File: config.mk
export PLATFORM = sky130hd
export DESIGN_NAME = cam_lookup_ctrl
export DESIGN_NICKNAME = d
export VERILOG_FILES = /design/src/rtl/cam_pkg.sv /design/src/rtl/cam_alloc_ptr.sv /design/src/rtl/cam_lookup_ctrl.sv
export SDC_FILE = /design/constraint.sdc
export NUM_CORES = 1
export LEC_CHECK = 0
export BUFFER_PORTS_ARGS = -buffer_cell sky130_fd_sc_hd__buf_2
export CAP_MARGIN = 20
export CORE_ASPECT_RATIO = 0.5
export CORE_MARGIN = 2
export CORE_UTILIZATION = 42
export DETAILED_ROUTE_END_ITERATION = 8
export HOLD_SLACK_MARGIN = 0.12
export PLACE_DENSITY = 0.8
export SKIP_CTS_REPAIR_TIMING = 1
export SLEW_MARGIN = 20
export SYNTH_ARGS = -nofsm -noshare
export SYNTH_HDL_FRONTEND = slang
export SYNTH_SLANG_ARGS = --single-unit
File: constraint.sdc
create_clock -name clk_i -period 1.7 [get_ports clk_i]
set_clock_uncertainty 0.1 [all_clocks]
set_input_delay 0.255 -clock clk_i [delete_from_list [all_inputs] [get_ports clk_i]]
set_output_delay 0.255 -clock clk_i [all_outputs]
set_load 0.1 [all_outputs]
File: src/rtl/cam_pkg.sv
// Shared CAM definitions: default geometry, stats counter width and the
// lookup controller state encoding.
package cam_pkg;

  localparam int CAM_WIDTH       = 32;
  localparam int CAM_ADDR_WIDTH  = 5;
  localparam int CAM_STATS_WIDTH = 16;

  typedef enum logic [2:0] {
    IDLE,
    SEARCH,
    CHECK,
    WRITE,
    RESP
  } cam_ctrl_state_e;

endpackage

File: src/rtl/cam_alloc_ptr.sv
// Wrapping allocation pointer (FIFO replacement once full) and
// saturating occupancy counter for the CAM lookup controller.
module cam_alloc_ptr
  import cam_pkg::*;
#(
  parameter int ADDR_WIDTH = CAM_ADDR_WIDTH
) (
  input  logic                  clk_i,
  input  logic                  rst_ni,
  input  logic                  advance_i,
  output logic [ADDR_WIDTH-1:0] ptr_o,
  output logic [ADDR_WIDTH:0]   occupancy_o
);

  localparam int unsigned DEPTH = 1 << ADDR_WIDTH;
  localparam logic [ADDR_WIDTH:0] FULL = DEPTH[ADDR_WIDTH:0];

  logic [ADDR_WIDTH-1:0] ptr_q, ptr_d;
  logic [ADDR_WIDTH:0]   occ_q, occ_d;

  always_comb begin
    ptr_d = ptr_q;
    occ_d = occ_q;
    if (advance_i) begin
      ptr_d = ptr_q + ADDR_WIDTH'(1);
      if (occ_q != FULL) begin
        occ_d = occ_q + (ADDR_WIDTH + 1)'(1);
      end
    end
  end

  always_ff @(posedge clk_i or negedge rst_ni) begin
    if (!rst_ni) begin
      ptr_q <= '0;
      occ_q <= '0;
    end else begin
      ptr_q <= ptr_d;
      occ_q <= occ_d;
    end
  end

  assign ptr_o       = ptr_q;
  assign occupancy_o = occ_q;

endmodule

File: src/rtl/cam_lookup_ctrl.sv
// Lookup-or-insert sequencer driving the search and write ports of the CAM.
// Optional hit/miss counters are enabled by CAM_LOOKUP_CTRL_STATS_EN.
//
// state  | meaning
// IDLE   | ready for a request
// SEARCH | search strobe to the CAM with the registered key
// CHECK  | CAM result sampled, hit / miss decided
// WRITE  | miss with insert: write key at the allocation pointer
// RESP   | response held until the consumer accepts it
module cam_lookup_ctrl
  import cam_pkg::*;
#(
  parameter int WIDTH      = CAM_WIDTH,
  parameter int ADDR_WIDTH = CAM_ADDR_WIDTH
) (
  input  logic                       clk_i,
  input  logic                       rst_ni,
  input  logic                       req_valid_i,
  output logic                       req_ready_o,
  input  logic [WIDTH-1:0]           req_key_i,
  input  logic                       req_insert_i,
  output logic                       rsp_valid_o,
  input  logic                       rsp_ready_i,
  output logic                       rsp_hit_o,
  output logic                       rsp_inserted_o,
  output logic [ADDR_WIDTH-1:0]      rsp_index_o,
  output logic [ADDR_WIDTH:0]        occupancy_o,
`ifdef CAM_LOOKUP_CTRL_STATS_EN
  output logic [CAM_STATS_WIDTH-1:0] hit_count_o,
  output logic [CAM_STATS_WIDTH-1:0] miss_count_o,
`endif
  output logic                       cam_search_enable_o,
  output logic [WIDTH-1:0]           cam_search_data_o,
  input  logic                       cam_search_valid_i,
  input  logic [ADDR_WIDTH-1:0]      cam_search_index_i,
  output logic                       cam_write_enable_o,
  output logic [ADDR_WIDTH-1:0]      cam_write_index_o,
  output logic [WIDTH-1:0]           cam_write_data_o
);

  cam_ctrl_state_e state_q, state_d;

  logic [WIDTH-1:0]      key_q, key_d;
  logic                  insert_q, insert_d;
  logic                  hit_q, hit_d;
  logic                  inserted_q, inserted_d;
  logic [ADDR_WIDTH-1:0] index_q, index_d;
  logic                  alloc_advance;
  logic [ADDR_WIDTH-1:0] alloc_ptr;

  cam_alloc_ptr #(
    .ADDR_WIDTH (ADDR_WIDTH)
  ) u_alloc_ptr (
    .clk_i       (clk_i),
    .rst_ni      (rst_ni),
    .advance_i   (alloc_advance),
    .ptr_o       (alloc_ptr),
    .occupancy_o (occupancy_o)
  );

  always_comb begin
    state_d       = state_q;
    key_d         = key_q;
    insert_d      = insert_q;
    hit_d         = hit_q;
    inserted_d    = inserted_q;
    index_d       = index_q;
    alloc_advance = 1'b0;
    case (state_q)
      IDLE: begin
        if (req_valid_i) begin
          key_d    = req_key_i;
          insert_d = req_insert_i;
          state_d  = SEARCH;
        end
      end
      SEARCH: state_d = CHECK;
      CHECK: begin
        if (cam_search_valid_i) begin
          hit_d      = 1'b1;
          inserted_d = 1'b0;
          index_d    = cam_search_index_i;
          state_d    = RESP;
        end else if (insert_q) begin
          state_d = WRITE;
        end else begin
          hit_d      = 1'b0;
          inserted_d = 1'b0;
          index_d    = '0;
          state_d    = RESP;
        end
      end
      WRITE: begin
        alloc_advance = 1'b1;
        hit_d         = 1'b0;
        inserted_d    = 1'b1;
        index_d       = alloc_ptr;
        state_d       = RESP;
      end
      RESP: begin
        if (rsp_ready_i) state_d = IDLE;
      end
      default: state_d = IDLE;
    endcase
  end

  always_ff @(posedge clk_i or negedge rst_ni) begin
    if (!rst_ni) begin
      state_q    <= IDLE;
      key_q      <= '0;
      insert_q   <= 1'b0;
      hit_q      <= 1'b0;
      inserted_q <= 1'b0;
      index_q    <= '0;
    end else begin
      state_q    <= state_d;
      key_q      <= key_d;
      insert_q   <= insert_d;
      hit_q      <= hit_d;
      inserted_q <= inserted_d;
      index_q    <= index_d;
    end
  end

`ifdef CAM_LOOKUP_CTRL_STATS_EN
  logic [CAM_STATS_WIDTH-1:0] hit_cnt_q, miss_cnt_q;

  always_ff @(posedge clk_i or negedge rst_ni) begin
    if (!rst_ni) begin
      hit_cnt_q  <= '0;
      miss_cnt_q <= '0;
    end else if (state_q == CHECK) begin
      if (cam_search_valid_i) begin
        if (hit_cnt_q != '1) hit_cnt_q <= hit_cnt_q + CAM_STATS_WIDTH'(1);
      end else begin
        if (miss_cnt_q != '1) miss_cnt_q <= miss_cnt_q + CAM_STATS_WIDTH'(1);
      end
    end
  end

  assign hit_count_o  = hit_cnt_q;
  assign miss_count_o = miss_cnt_q;
`endif

  // CAM strobes decode straight from state so reset silences them at once
  assign req_ready_o         = (state_q == IDLE);
  assign rsp_valid_o         = (state_q == RESP);
  assign rsp_hit_o           = hit_q;
  assign rsp_inserted_o      = inserted_q;
  assign rsp_index_o         = index_q;
  assign cam_search_enable_o = (state_q == SEARCH);
  assign cam_search_data_o   = cam_search_enable_o ? key_q : '0;
  assign cam_write_enable_o  = (state_q == WRITE);
  assign cam_write_index_o   = cam_write_enable_o ? alloc_ptr : '0;
  assign cam_write_data_o    = cam_write_enable_o ? key_q : '0;

endmodule

## After elaboration in Yosys (flattened, before gate mapping)

Cells that the tools add are included.

| cells by class | value |
|---|---|
| equal/unequal tests | 8 |
| reduce and logical (&&, ||, !) cells | 6 |
| add/sub/neg operators | 2 |
| muxes and demuxes | 17 |

Operators by type and width:

| operator | count |
|---|---|
| 32-bit 2-to-1 mux | 2 |
| 5-bit 2-to-1 mux | 3 |
| 3-bit case mux with 5 select lines | 1 |
| 3-bit 2-to-1 mux | 4 |
| 5-bit case mux with 2 select lines | 1 |
| 2-bit AND reduction | 4 |
| 6-bit by 1-bit adder with 6-bit output (second input constant) | 1 |
| 3-bit by 2-bit equality test with 1-bit output (second input constant) | 2 |
| 6-bit != test (second input constant) | 1 |
| 5-bit by 1-bit adder with 5-bit output (second input constant) | 1 |
| 1-bit 2-to-1 mux | 4 |
| 1-bit case mux with 2 select lines | 2 |
| 3-bit by 1-bit equality test with 1-bit output (second input constant) | 1 |
| 3-bit equality test (second input constant) | 1 |
| 3-bit zero test | 1 |
| 3-bit != test (second input constant) | 1 |
| 2-bit by 1-bit != test with 1-bit output (second input constant) | 1 |
| 2-bit != test (second input constant) | 1 |
| 2-bit nonzero test | 1 |

| storage, ports and cells | value |
|---|---|
| output and inout port bits | 86 |
| word-level logic and storage cells | 41 |
| input port bits | 43 |
| register bits after elaboration | 54 |

## Depth between registers and ports, before layout

Gate-level depths: netlist of run 1.

| depth | value |
|---|---|
| depth in word-level cells | 3 |
| gate-level depth with buffers | 6 |
| gate-level depth less buffers | 5 |

## Modules after synthesis

A second synthesis of run 1 with hierarchy kept.

| unflattened totals | value |
|---|---|
| cells, all modules | 235 |
| area, all modules | 2856.5 µm² |

By module, submodules not included:

| module | area each (µm²) | times used | sequential area each (µm²) | cells an instance |
|---|---|---|---|---|
| cam_lookup_ctrl | 2341.0 | 1 | 1076.0 | 195 |
| cam_alloc_ptr | 515.5 | 1 | 275.3 | 40 |

## Worst setup path before layout of run 1

Ideal clock, no wire load.

| path | value |
|---|---|
| path kind | register to output |
| start point | reg state_q[1] |
| end point | out cam_search_data_o[22] |
| path buffers | 2 |
| arrival time | 2.633 ns |
| cell stages (with the launch flop) | 5 |
| data required time | 1.345 ns |
| setup slack | -1.288 ns |
| cells stage by stage | dfrtp_1 -> buf_4 -> nor3b_2 -> clkbuf_1 -> and2_1 |

| between the ends | value |
|---|---|
| cells in the longest elaborated chain, start to end | 2 |

RTL lines:

| element | line | text |
|---|---|---|
| start, declared | cam_lookup_ctrl.sv:41 | `cam_ctrl_state_e state_q, state_d;` |
| start signal, assigned | cam_lookup_ctrl.sv:116 | `state_q <= state_d;` |
| 3-bit by 1-bit equality test with 1-bit output | cam_lookup_ctrl.sv:151 | `assign cam_search_enable_o = (state_q == SEARCH);` |
| net cam_search_enable_o | cam_lookup_ctrl.sv:32 | `output logic cam_search_enable_o,` |
| 32-bit 2-to-1 mux | cam_lookup_ctrl.sv:152 | `assign cam_search_data_o = cam_search_enable_o ? key_q : '0;` |
| end, declared | cam_lookup_ctrl.sv:33 | `output logic [WIDTH-1:0] cam_search_data_o,` |

The timed path passes the listed nets, and every way through them passes these cells.

## Worst setup path after layout of run 1

| path | value |
|---|---|
| start point | reg state_q[2] |
| end point | out cam_search_data_o[31] |

| between the ends | value |
|---|---|
| cells in the longest elaborated chain, start to end | 2 |

RTL lines:

| element | line |
|---|---|
| 3-bit by 1-bit equality test with 1-bit output | cam_lookup_ctrl.sv:151 |
| 32-bit 2-to-1 mux | cam_lookup_ctrl.sv:152 |

Every way passes these cells.

==> impl_metrics.toml, run 1 <==
[floorplan]
ios = 129
design.die.area_um2 = 7410
dieHeight_um = 61.9
core_um2 = 6600
initial_core_util_pct = 42.7
num_rows = 21
die_w_um = 120

[synth]
netlist_instances = 228
syn_nets = 274
avgSynthCellArea_um2 = 12.3
synth_cell_types = 32
netlist_area_um2 = 2820
yosys_warnings = 0
ys_ff_latch = 54
seq_area_frac_synth_pct = 48.0

[detailed_routing]
vias = 2541
firstDrtPassIters = 4
avgViaCountPerCell = 5.03
totalWireLength_um = 11200
wl_per_cell_um = 22.2
ant_nets = 0
drt_iter0_markers = 136
drc = 0

[cts]
cts.path.max_buffers = 2
clk_latency_ps = 310
cts_tree = "yes"
root_buffer = "clkbuf_16"
htree_levels = 2
cts_made_buffers = 5
cts.sinks = 54
clk_pin_slew_ps = 70

[sta]
hold_viol = 0
setup_viol = 108
period_share_pct = 121
final_max_slew_viol_count = 0
fin_crit_ps = 2060
slew_headroom_pct = 67.0
tns_ps = -29150
holdWs_ps = 141
rsz0062_at_grt = "yes"
worst_pin_slew_ps = 499
worst_slack_ps = -365
fmax_mhz = 484

[global_route]
grt_max_degree = 23
overflow = 0
groute.usage.overall_pct = 23.1
grt_pass1_wl_um = 12900
grt_pass1_vias = 2353
antenna_found_initial = 0

[final_layout]
fin_nets = 458
num_antenna_cells = 0
fillers = 248
drive_gt1_share_pct = 69.7
area_growth_pct = 100
fin_util_pct = 85.4

[power_and_ir_drop]
power_density_nw_per_um2 = 2130
ir_worst_vdd_v = 0.00111
power.total_mw = 12.0
p_leak_nw = 2.62

[worst_setup_path]
cp_max_fo = 15
startpoint_type = "flip-flop"
cp.required_ps = 1340
cp-end-kind = "output pin"
arrival_ps = 1710
critical_path_class = "flip-flop to output pin"

[run]
cap_viol_max_count = 0

[status]
status = "complete, but fails checks"
violations = "setup timing"

[place]
port_buffers = 128
dp_hpwl_um = 6620
dp_slack_ps = -58.1
gp_congestion = 0.780

[worst_hold_path]
hp-class = "primary input to flip-flop"
[final cells by class]
| class | instances | area, µm² | share of cell area [%] |
|---|---|---|---|
| repair buffers | 192 | 2450 | 43.5 |
| well taps | 92 | 115 | 2.04 |
| clock inverters | 1 | 5.00 | 0.0889 |
| inverters | 3 | 11.3 | 0.200 |
| clock buffers | 7 | 143 | 2.53 |
| multi-input cells | 156 | 1540 | 27.3 |
| flip-flops and latches | 54 | 1370 | 24.3 |
[cells by family after synthesis]
| family | Yosys count | synth area share, % |
|---|---|---|
| and+or+nand+nor | 95 | 20.8 |
| DFF | 54 | 48.0 |
| muxes | 40 | 19.9 |
| buffers and inverters | 18 | 4.53 |
| AOI/OAI and AO/OA | 10 | 2.93 |
| xor gates and xnor gates | 8 | 2.49 |
| adders and majority gates | 3 | 1.33 |
[critical path, stage by stage, from the launching register on]
cell	delay, ps
dfrtp_2	470
nor3b_4	310
buf_6	230
and2_2	200
buf_12	170
[final timing paths]
kind                                       start                    end  slack, ps  cells past startpoint
max                                   state_q[2]  cam_search_data_o[31]       -360                      4
min                        cam_search_index_i[2]         rsp_index_o[2]        140                      2
max reg2reg                           state_q[2]               key_q[1]       -250                      6
min reg2reg                 u_alloc_ptr.ptr_o[4]   u_alloc_ptr.ptr_o[4]        380                      1
max in group asynchronous                 rst_ni              key_q[15]        560                      3
min in group asynchronous                 rst_ni   u_alloc_ptr.ptr_o[2]        280                      2
[synthesized netlist by cell type, drive strengths merged]
cell | instances | area share [%]
inv | 3 | 0.40
ha | 3 | 1.3
xnor2 | 7 | 2.2
mux2 | 38 | 19
mux2i | 2 | 0.71
a31oi | 1 | 0.22
and3 | 1 | 0.22
nor3 | 2 | 0.53
and3b | 1 | 0.31
a221o | 3 | 1.1
nor2b | 1 | 0.22
nand2 | 9 | 1.2
and4bb | 1 | 0.44
o21ai | 3 | 0.53
o41ai | 1 | 0.58
clkbuf | 5 | 0.67
dfrtp | 54 | 48
and2 | 70 | 16
or3b | 1 | 0.31
buf | 10 | 3.5
xor2 | 1 | 0.31
a21o | 2 | 0.53
nor2 | 3 | 0.40
nand4 | 4 | 0.89
nor3b | 2 | 0.71
[cells in the final DEF (no fill, tap or decap), drive strengths merged, types with 2 or more instances in the layout]
cell / netlist / final
buf: 10 / 153
nor3b: 2 / 2
a21o: 2 / 2
dlygate4sd3: 0 / 36
mux2: 38 / 38
mux2i: 2 / 2
clkbuf: 5 / 10
a221o: 3 / 3
inv: 3 / 3
nand2: 9 / 9
nor2: 3 / 3
nor3: 2 / 2
and2: 70 / 70
ha: 3 / 3
o21ai: 3 / 3
nand4: 4 / 4
dfrtp: 54 / 54
xnor2: 7 / 7
[through the flow]
step	cells	cell area, µm²
3_3_place_gp	448	4920
2_1_floorplan	228	3060
5_1_grt	505	5630
6_report	505	5630
3_5_place_dp	448	4920
4_1_cts	456	5070
[where the power goes]
group          total, mW  leakage [nW]  switching [mW]  internal (mW)
registers           2.54         0.649           0.649           1.89
clock network       1.08        0.0739           0.494          0.586
logic               8.37          1.89            4.99           3.38
total               12.0          2.62            6.13           5.85
[layer usage]
metal / routed length [µm] / vias to the layer above / global-route usage [%]
li1: - / 1120 / -
met1: 4560 / 1301 / 24.9
met2: 5840 / 99 / 45.7
met3: 607 / 21 / 6.57
met4: 212 / 0 / 8.24
met5: 0 / - / 0
[state kept, by name (all words and copies together) (netlist names)]
signal / count
insert_q: 1
key_q: 32
rsp_hit_o: 1
rsp_index_o: 5
rsp_inserted_o: 1
state_q: 3
u_alloc_ptr.occupancy_o: 6
u_alloc_ptr.ptr_o: 5
No activity file was read; power rests on OpenSTA's default activity.
==> run 2, diff against run 1 <==
--- a/config.mk
+++ b/config.mk
@@ -9,10 +9,10 @@
 export CAP_MARGIN = 20
 export CORE_ASPECT_RATIO = 0.5
 export CORE_MARGIN = 2
-export CORE_UTILIZATION = 42
+export CORE_UTILIZATION = 35
 export DETAILED_ROUTE_END_ITERATION = 8
 export HOLD_SLACK_MARGIN = 0.12
-export PLACE_DENSITY = 0.8
+export PLACE_DENSITY = 0.69
 export SKIP_CTS_REPAIR_TIMING = 1
 export SLEW_MARGIN = 20
 export SYNTH_ARGS = -nofsm -noshare
==> impl_metrics.toml, run 2 (synthesis gave the netlist of run 1 again) <==
[status]
status = "complete, but fails checks"
violations = "setup timing"

[worst_setup_path]
reg2reg_to = "key_q[7]"
critical_path_class = "flip-flop to output pin"
arrival_ps = 1620
cp.required_ps = 1340
reg2reg_slack_ps = -230
rr_worst_depth = 6
startpoint_type = "flip-flop"
r2r_start = "state_q[2]"
cp_max_fo = 27
cp-end-kind = "output pin"

[final_layout]
num_antenna_cells = 0
regMostFlops = "key_q"
fin_nets = 456
largest_reg_flops = 32
final_area_um2 = 5640
area_growth_pct = 100
layout_common_cells = "buf_12, and2_4, buf_2"
final_common_cell = "buf_12"
stdcell_count = 523
drive_gt1_share_pct = 68.6

[sta]
fin_crit_ps = 1980
setup_viol = 105
period_share_pct = 116
worst_pin_slew_ps = 505
worst_slack_ps = -277
rsz0062_at_grt = "yes"
hold_viol = 0
tns_ps = -23870
slew_headroom_pct = 66.6
fmax_mhz = 506
final_max_slew_viol_count = 0

[place]
port_buffers = 128
gp_congestion = 0.794
dpl_cell_area_um2 = 4950
dp_hpwl_um = 5690
placed_cells = 470
dp_slack_ps = -36.6

[cts]
cts_made_buffers = 5
cts_tree = "yes"
cts.path.max_buffers = 2
root_buffer = "clkbuf_16"
htree_levels = 2
clk_pin_slew_ps = 70
cts.sinks = 54
clk_latency_ps = 300

[floorplan]
design.die.area_um2 = 8820
die_w_um = 131
initial_core_util_pct = 35.6
dieHeight_um = 67.4
core_um2 = 7910
num_rows = 23
ios = 129

[detailed_routing]
avgViaCountPerCell = 4.48
ant_nets = 0
firstDrtPassIters = 4
drc = 0
totalWireLength_um = 8960
vias = 2344
wl_per_cell_um = 17.1
drt_iter0_markers = 129

[global_route]
grt_max_degree = 28
antenna_found_initial = 0
grt_pass1_wl_um = 11900
groute.usage.overall_pct = 18.0
overflow = 0
grt_pass1_vias = 2334

[worst_hold_path]
hold_path_end = "state_q[0]"
hold_depth = 3
hp-class = "primary input to flip-flop"
hold_path_startpoint = "req_valid_i"

[power_and_ir_drop]
power_density_nw_per_um2 = 2080
p_leak_nw = 2.60
ir_worst_vdd_v = 0.00107

[run]
cap_viol_max_count = 0
## run 2: changes by cell type in the layout (fill, tap and decap cells not counted), moves of 2 or more
cell and delta:
and2_4 +2, dlygate4sd3_1 +2, mux2_4 -2, mux2_2 +2, and2_2 -2, buf_8 +3, buf_4 -4
## run 2: cell type report
type / instances / area [µm²]
clock buffers: 5 / 125
clock inverters: 3 / 47.5
fillers: 472 / 2270
inverters: 3 / 11.3
multi-input cells: 156 / 1520
flip-flops and latches: 54 / 1370
well taps: 112 / 140
repair buffers: 190 / 2430
## run 2: per-layer routing
metal	part of all wire, %	wire, µm	up-vias	GRT usage [%]
met5	0	0	-	0
met1	41	3690	1166	20.5
met3	2.5	222	12	4.91
met4	1.4	122	0	6.91
met2	55	4920	44	33.0
li1	-	-	1122	-
## run 2: worst max-delay path by stage
stage	from	endpoint	slack, ps
floorplan	state_q[1]	key_q[0]	-630
global placement	state_q[1]	key_q[30]	20
detailed placement	state_q[1]	key_q[29]	-40
CTS	state_q[0]	cam_search_data_o[22]	-350
global route	state_q[2]	cam_write_data_o[18]	-340
finish	state_q[2]	cam_write_data_o[18]	-280
## run 2: per-stage QoR
stage	util (%)	hold slack [ps]	power [mW]
3_5_place_dp	62.5	86.0	10.1
5_1_grt	71.3	233	12.1
4_1_cts	64.7	-244	11.3
6_report	71.3	229	11.7
3_3_place_gp	62.5	84.7	9.97
2_1_floorplan	-	-141	7.80
## run 2: worst max-delay path, cell delays in order, from the launching register on
cell     delay [ps]
dfrtp_2         460
and3b_2         310
buf_12          190
and2_4          180
buf_12          170
## run 2: power by group
part / internal [mW] / switching [mW]
clock network: 0.704 / 0.506
registers: 1.89 / 0.564
logic: 3.26 / 4.80
total: 5.85 / 5.87
